`src/rtl/ifu_prefetch.sv`:
```
// Instruction prefetch unit: credit-limited in-order fetch requests, response
// buffering with addresses, redirect flush with stale-response dropping.
module ifu_prefetch #(
  parameter logic [31:0] RESET_ADDR = 32'h0,
  parameter int          FIFO_DEPTH = 2
) (
  input  logic        clk,
  input  logic        rst,
  input  logic        jump_en_i,
  input  logic [31:0] jump_addr_i,
  input  logic        hold_flag_i,
  output logic        req_valid_o,
  output logic [31:0] req_addr_o,
  input  logic        req_ready_i,
  input  logic        rsp_valid_i,
  input  logic [31:0] rsp_data_i,
  output logic [31:0] inst_o,
  output logic [31:0] inst_addr_o,
  output logic        inst_valid_o
);

  localparam int PTR_W = (FIFO_DEPTH > 1) ? $clog2(FIFO_DEPTH) : 1;
  localparam int CNT_W = $clog2(FIFO_DEPTH + 1);
  localparam logic [CNT_W:0] DEPTH_LIMIT = (CNT_W + 1)'(FIFO_DEPTH);
  localparam logic [31:0] NOP_INST = 32'h0000_0013;

  logic [31:0]      fetch_pc_reg, fetch_pc_next;
  logic [31:0]      rsp_pc_reg, rsp_pc_next;
  logic [CNT_W-1:0] fifo_count_reg, fifo_count_next;
  logic [CNT_W-1:0] outstanding_reg, outstanding_next;
  logic [CNT_W-1:0] drop_cnt_reg, drop_cnt_next;
  logic [PTR_W-1:0] wr_ptr_reg, wr_ptr_next;
  logic [PTR_W-1:0] rd_ptr_reg, rd_ptr_next;

  logic [31:0] slot_pc   [FIFO_DEPTH];
  logic [31:0] slot_inst [FIFO_DEPTH];

  logic [31:0]  jump_target;
  logic [CNT_W:0] credit_used;
  logic         req_fire;
  logic         rsp_take;
  logic         push;
  logic         pop;

  assign jump_target = {jump_addr_i[31:2], 2'b00};
  assign credit_used = {1'b0, outstanding_reg} + {1'b0, fifo_count_reg};

  // Credits cover both in-flight requests and buffered entries, so every
  // response is guaranteed a free slot.
  assign req_valid_o = !rst && !jump_en_i && (credit_used < DEPTH_LIMIT);
  assign req_addr_o  = fetch_pc_reg;
  assign req_fire    = req_valid_o && req_ready_i;

  assign rsp_take     = rsp_valid_i && !rst;
  assign push         = rsp_take && !jump_en_i && (drop_cnt_reg == '0);
  assign inst_valid_o = !rst && (fifo_count_reg != '0);
  assign pop          = inst_valid_o && !hold_flag_i && !jump_en_i;

  // Head is read combinationally so a response is visible the following cycle.
  assign inst_o      = inst_valid_o ? slot_inst[rd_ptr_reg] : NOP_INST;
  assign inst_addr_o = inst_valid_o ? slot_pc[rd_ptr_reg]   : 32'h0;

  always_comb begin
    fetch_pc_next    = fetch_pc_reg;
    rsp_pc_next      = rsp_pc_reg;
    fifo_count_next  = fifo_count_reg;
    outstanding_next = outstanding_reg;
    drop_cnt_next    = drop_cnt_reg;
    wr_ptr_next      = wr_ptr_reg;
    rd_ptr_next      = rd_ptr_reg;

    if (jump_en_i) begin
      // Every request still in flight after this cycle belongs to the old path.
      fetch_pc_next    = jump_target;
      rsp_pc_next      = jump_target;
      fifo_count_next  = '0;
      wr_ptr_next      = '0;
      rd_ptr_next      = '0;
      drop_cnt_next    = outstanding_reg - CNT_W'(rsp_take);
      outstanding_next = outstanding_reg - CNT_W'(rsp_take);
    end else begin
      if (req_fire) begin
        fetch_pc_next = fetch_pc_reg + 32'd4;
      end
      outstanding_next = outstanding_reg + CNT_W'(req_fire) - CNT_W'(rsp_take);
      if (rsp_take && (drop_cnt_reg != '0)) begin
        drop_cnt_next = drop_cnt_reg - CNT_W'(1);
      end
      if (push) begin
        rsp_pc_next = rsp_pc_reg + 32'd4;
        wr_ptr_next = wr_ptr_reg + PTR_W'(1);
      end
      if (pop) begin
        rd_ptr_next = rd_ptr_reg + PTR_W'(1);
      end
      fifo_count_next = fifo_count_reg + CNT_W'(push) - CNT_W'(pop);
    end
  end

  always_ff @(posedge clk) begin
    if (rst) begin
      fetch_pc_reg    <= RESET_ADDR;
      rsp_pc_reg      <= RESET_ADDR;
      fifo_count_reg  <= '0;
      outstanding_reg <= '0;
      drop_cnt_reg    <= '0;
      wr_ptr_reg      <= '0;
      rd_ptr_reg      <= '0;
    end else begin
      fetch_pc_reg    <= fetch_pc_next;
      rsp_pc_reg      <= rsp_pc_next;
      fifo_count_reg  <= fifo_count_next;
      outstanding_reg <= outstanding_next;
      drop_cnt_reg    <= drop_cnt_next;
      wr_ptr_reg      <= wr_ptr_next;
      rd_ptr_reg      <= rd_ptr_next;
    end
  end

  genvar gi;
  generate
    for (gi = 0; gi < FIFO_DEPTH; gi++) begin : g_slot
      always_ff @(posedge clk) begin
        if (push && (wr_ptr_reg == PTR_W'(gi))) begin
          slot_pc[gi]   <= rsp_pc_reg;
          slot_inst[gi] <= rsp_data_i;
        end
      end
    end
  endgenerate

endmodule

```
`config.mk`:
```
export PLATFORM = sky130hd
export DESIGN_NAME = ifu_prefetch
export DESIGN_NICKNAME = d
export VERILOG_FILES = /design/src/rtl/ifu_prefetch.sv
export SDC_FILE = /design/constraint.sdc
export NUM_CORES = 1
export LEC_CHECK = 0
export BUFFER_PORTS_ARGS = -buffer_cell sky130_fd_sc_hd__buf_2
export CAP_MARGIN = 20
export CORE_ASPECT_RATIO = 0.7
export CORE_MARGIN = 2
export CORE_UTILIZATION = 55
export DETAILED_ROUTE_END_ITERATION = 10
export PLACE_DENSITY = 0.86
export SLEW_MARGIN = 15
export SYNTH_ARGS = -nofsm -noshare
export SYNTH_HDL_FRONTEND = slang
export SYNTH_SLANG_ARGS = --single-unit
export TNS_END_PERCENT = 50
```
`constraint.sdc`:
```
create_clock -name clk -period 8.51 [get_ports clk]
set_input_delay 0.851 -clock clk [delete_from_list [all_inputs] [get_ports clk]]
set_output_delay 0.851 -clock clk [all_outputs]
set_load 0.03 [all_outputs]
```
Word-level counts from Yosys, hierarchy flattened
Memories as Yosys holds them, arrays and structs flattened. A register that Yosys moved wholly into a read port is not among the register bits.
Cells that the tools add are included.
{"block": "totals", "mem_bits_rw": 128, "in_bits": 70, "register_bits": 72, "mem_count": 2}
{"block": "op_classes", "bitwise_logic": 1, "mux": 23, "order_cmp": 1, "addsub": 11, "reduce_logical": 24}
{"name": "slot_inst", "depth": 2, "word_bits": 32, "rd": 1, "rd_clocked_by_memory_dff": 1, "wr": 1, "line_no": "36", "rtl": "logic [31:0] slot_inst [FIFO_DEPTH];"}
{"name": "slot_pc", "depth": 2, "word_bits": 32, "rd": 1, "rd_clocked_by_memory_dff": 1, "wr": 1, "line_no": "35", "rtl": "logic [31:0] slot_pc [FIFO_DEPTH];"}
{"cell": "$mux W32", "n": 8}
{"cell": "$add A32 B3 Y32 const B", "n": 2}
{"cell": "$reduce_or A32 Y1", "n": 2}
{"cell": "$logic_and A1 B1 Y1", "n": 12}
{"cell": "$mux W1", "n": 12}
{"cell": "$reduce_bool A2 Y1", "n": 5}
{"cell": "$mux W2", "n": 3}
{"cell": "$sub A2 B1 Y2", "n": 3}
{"cell": "$add A2 B1 Y2", "n": 2}
{"cell": "$add A2 B2 Y3", "n": 1}
{"cell": "$logic_not A1 Y1", "n": 3}
{"cell": "$lt A3 B2 Y1 const B", "n": 1}
{"cell": "$add A1 B1 Y1 const B", "n": 2}
{"cell": "$logic_not A2 Y1", "n": 1}
{"cell": "$reduce_or A2 Y1", "n": 1}
{"cell": "$sub A2 B1 Y2 const B", "n": 1}
{"cell": "$not A1 Y1", "n": 1}

Longest topological paths before layout
{"block": "depth", "ltp_word": 9, "depth_mapped": 13, "depth_no_buf": 12}

Least setup slack after synthesis
No wires, ideal clock.
{"block": "synth_path", "path_type": "in2reg", "start": "input port jump_en_i", "end": "memory slot_inst[0][0] (enable)", "t_arrival_ps": 3869, "slack_ps": 4159, "setup_time_ps": 482, "required_time_ps": 8028, "path_buffers": 0, "path_stages": 3, "path_cell_list": "and4bb_2 > inv_1 > nor2_1"}
{"block": "synth_via", "elab_chain_cells": 8, "elab_cells_between_ends": 12, "cone_classes": "mux (6); reduce/logical (6)"}
{"item": "from (decl)", "line_no": "9", "rtl": "input logic jump_en_i,"}
{"item": "$logic_not A1 Y1 (*)", "line_no": "55", "rtl": "assign push = rsp_take && !jump_en_i && (drop_cnt_reg == '0);"}
{"item": "$logic_and A1 B1 Y1 (*) (2 in series)", "line_no": "55"}
{"item": "$logic_and A1 B1 Y1", "line_no": "124", "rtl": "if (push && (wr_ptr_reg == PTR_W'(gi))) begin"}
{"item": "$mux W1", "line_no": "124"}
{"item": "$mux W1 (implied by the code)", "line_no": "126", "rtl": "slot_inst[gi] <= rsp_data_i;"}
{"item": "$reduce_or A32 Y1 (no source line)"}
{"item": "$mux W1 (no source line)"}
{"item": "to (decl)", "line_no": "36"}
Every way passes the cells marked *; elsewhere a longest branch is shown, timed or not.

Final worst setup path
{"block": "layout_path", "start": "register fifo_count_reg[0]", "end": "register outstanding_reg[1]"}
{"block": "layout_via", "elab_chain_cells": 7}
{"item": "from (decl)", "line_no": "29", "rtl": "logic [CNT_W-1:0] fifo_count_reg, fifo_count_next;"}
{"item": "from (signal assigned)", "line_no": "112", "rtl": "fifo_count_reg <= fifo_count_next;"}
{"item": "$add A2 B2 Y3", "line_no": "46", "rtl": "assign credit_used = {1'b0, outstanding_reg} + {1'b0, fifo_count_reg};"}
{"item": "$lt A3 B2 Y1", "line_no": "50", "rtl": "assign req_valid_o = !rst && !jump_en_i && (credit_used < DEPTH_LIMIT);"}
{"item": "$logic_and A1 B1 Y1", "line_no": "50"}
{"item": "$logic_and A1 B1 Y1", "line_no": "52", "rtl": "assign req_fire = req_valid_o && req_ready_i;"}
{"item": "$add A2 B1 Y2", "line_no": "85", "rtl": "outstanding_next = outstanding_reg + CNT_W'(req_fire) - CNT_W'(rsp_take);"}
{"item": "$sub A2 B1 Y2", "line_no": "85"}
{"item": "$mux W2", "line_no": "72", "rtl": "if (jump_en_i) begin"}
{"item": "to (signal assigned)", "line_no": "113", "rtl": "outstanding_reg <= outstanding_next;"}
{"item": "to (decl)", "line_no": "30", "rtl": "logic [CNT_W-1:0] outstanding_reg, outstanding_next;"}
No other way between the ends.
A chain may end at the register's enable or synchronous reset.

==> results_dict.tcl <==
set metrics [dict create \
    status "complete, no violations" \
    die_y_um 110 \
    yosys_warnings 0 \
    critPathCaptureType "flip-flop" \
    cts_tree "yes" \
    start_util_pct 56.8 \
    slew_headroom_pct 26.5 \
    clock.fmax_mhz 266 \
    clock_latency_ns 0.43 \
    grt_max_degree 63 \
    max_stage_delay_ns 0.72 \
    cts_root_buf "clkbuf_16" \
    tightestPinTransition_ns 1.10 \
    top_register "slot_inst" \
    skew_ns 0.00856 \
    cap_violations 0 \
    rsz0062_at_grt "no" \
    min_period_over_period_pct 44.2 \
    wl_um 21100 \
    cts_buffers 17 \
    placed_area_um2 9830 \
    leakagePower_nw 3.74 \
    timing.final.crit_period_ns 3.77 \
    critPathLaunchType "flip-flop" \
    gp_congestion 0.922 \
    finalSetupTns_ns 0 \
    antenna_found_initial 0 \
    crit_fanout 20 \
    largestRegisters "slot_inst (64), slot_pc (60)" \
    final_cells 1148 \
    diodes 0 \
    final_core_util_pct 66.7 \
    setup-violations-final 0 \
    cts_hold_buf 0 \
    cts-resized-gates 0 \
    drt_iter0_drc 866 \
    drive_above_1_share_pct 22.9 \
    first_pass_iters 5 \
    avgSynthCellArea_um2 11.2 \
    n_fill_cell 1167 \
    netlist_area_um2 8890 \
    ys_seq_area_share_pct 57.4 \
    vias_per_cell 6.08 \
    clockBufferDepth 2 \
    port_buffers 161 \
    dp_cells 1116 \
    hold_viol 0 \
    ir_drop_mv 0.138 \
    layout.nets 1014 \
    synthFlopType "edfxtp_1" \
    dpl.hpwl_um 14000 \
    cp.required_ns 8.81 \
    syn2layout_area_growth_pct 17.4 \
    largest_reg_flops 64 \
    grt_pass1_wl_um 32100 \
    design_area_um2 10400 \
    drc_errors 0 \
    synth-edff-count 124 \
    ctsHtreeMaxLevel 4 \
    path_class "reg -> reg" \
    grt_pass1_vias 6246 \
    worstPathArrival_ns 4.07 \
    fp-row-count 38 \
    core_area_um2 15600 \
    powerDensity_nw_per_um2 197 \
    globalRouteTotalUtil_pct 24.6 \
    die_area_um2 17200 \
    synth-seq-cells 193 \
    netlist_instances 795 \
    async_reset_ff_share_pct 0 \
    num_io_pins 168 \
    clock_sinks 193 \
    postCtsSetupRepairBufs 0 \
    dieWidth_um 156 \
    clk_pin_slew_ns 0.07 \
    vias 6979 \
    routedWlPerCell_um 18.4 \
    synth_cell_types 67 \
    cp_cell_sequence "and2_1, fa_1, or3b_2, nor2_2, inv_1, ha_1, inv_1, ha_1, xnor2_1, o21ai_0, xnor2_1, nor2_1" \
    drv_slew 0 \
    ant_nets 0 \
    cp_slowest_cell "or3b_2" \
    overflow 0 \
    hold_class "reg -> reg" \
]
-- cell usage in the layout, fill, tap and decap left out, types with 5 or more instances in the layout --
| cell type | instances |
|---|---|
| nor3b_1 | 5 |
| xor2_1 | 8 |
| and4_1 | 10 |
| o21a_1 | 11 |
| clkbuf_16 | 17 |
| o311ai_0 | 5 |
| ha_1 | 8 |
| buf_2 | 161 |
| nand3_1 | 32 |
| o211ai_1 | 5 |
| xnor2_1 | 12 |
| nand4_1 | 31 |
| nor4_1 | 22 |
| inv_1 | 13 |
| mux2i_1 | 66 |
| and2_1 | 5 |
| or3_1 | 8 |
| dfxtp_1 | 68 |
| or4_1 | 10 |
| nor2_1 | 88 |
| edfxtp_1 | 124 |
| a31oi_1 | 17 |
| buf_4 | 7 |
| inv_6 | 5 |
| a21boi_0 | 9 |
| o21ai_0 | 17 |
| a21oi_1 | 12 |
| nand2_1 | 52 |
| nor3_1 | 21 |
| o31ai_1 | 8 |
| a211oi_1 | 8 |
-- critical path: cells and delay by family, from the launching register on --
kind	cells	cell delay [ns]
AND/OR/NAND/NOR	4	1.39
adder cells (fa/ha/maj)	3	1.01
flip-flops	1	0.39
buffers and inverters	2	0.38
XOR/XNOR	2	0.27
AO/OA/AOI/OAI	1	0.20
-- cells in the mapped netlist (17+ instances only) --
library cell | n | area share [%]
edfxtp_1 | 124 | 42
mux2i_1 | 66 | 7.4
nor4_1 | 22 | 1.5
nor3_1 | 21 | 1.2
o21ai_0 | 17 | 0.96
a31oi_1 | 17 | 1.2
clkbuf_1 | 43 | 1.8
dfxtp_1 | 69 | 16
nand2_1 | 52 | 2.2
nand4_1 | 31 | 2.2
nand3_1 | 32 | 1.8
nor2_1 | 89 | 3.8
-- power by group --
part	total (W)	leakage, nW	internal [W]	switching [W]
combinational	0.000167	1.75	0.0000591	0.000108
sequential	0.00107	1.70	0.00103	0.0000386
clock	0.000824	0.294	0.000469	0.000355
total	0.00206	3.74	0.00156	0.000502
-- through the flow --
stage	setup WS, ns	power (W)	hold slack [ns]
after floorplan	4.16	0.00119	0.424
after global placement	4.85	0.00125	0.470
after detailed placement	4.83	0.00125	0.484
after CTS	4.83	0.00206	0.502
after global routing	4.56	0.00213	0.522
final	4.74	0.00206	0.490
-- worst paths after layout --
kind                                        start            endpoint  slack [ns]  cells after the start
worst min-delay path               rsp_pc_reg[31]      slot_pc[0][31]        0.49                      0
worst max register to register  fifo_count_reg[0]  outstanding_reg[1]        4.74                     12
worst min register to register     rsp_pc_reg[31]      slot_pc[0][31]        0.49                      0
worst max-delay path            fifo_count_reg[0]  outstanding_reg[1]        4.74                     12
-- cell families after synthesis --
| family | synth area share, % |
|---|---|
| muxes | 7.68 |
| buffers and inverters | 2.88 |
| xor gates and xnor gates | 1.97 |
| DFF | 57.4 |
| and+or+nand+nor | 18.9 |
| other | 0.0422 |
| AOI/OAI and AO/OA | 9.72 |
| adders and majority gates | 1.35 |
-- final cells by class --
type	count	area, um^2	area share, %
flip-flops and latches	193	5110	48.9
multi-input cells	541	3560	34.1
repair buffers	168	858	8.22
clock buffers	19	433	4.15
well taps	200	250	2.40
clock inverters	13	176	1.69
inverters	14	52.6	0.503
-- layer usage --
layer	vias to the layer above	share of wire [%]	GRT usage [%]
met5	-	0	0
met4	0	1.9	8.26
met3	42	10	7.86
met2	331	44	36.7
met1	3294	44	34.2
li1	3312	-	-
Note: power is estimated with default switching activity, not from simulation.
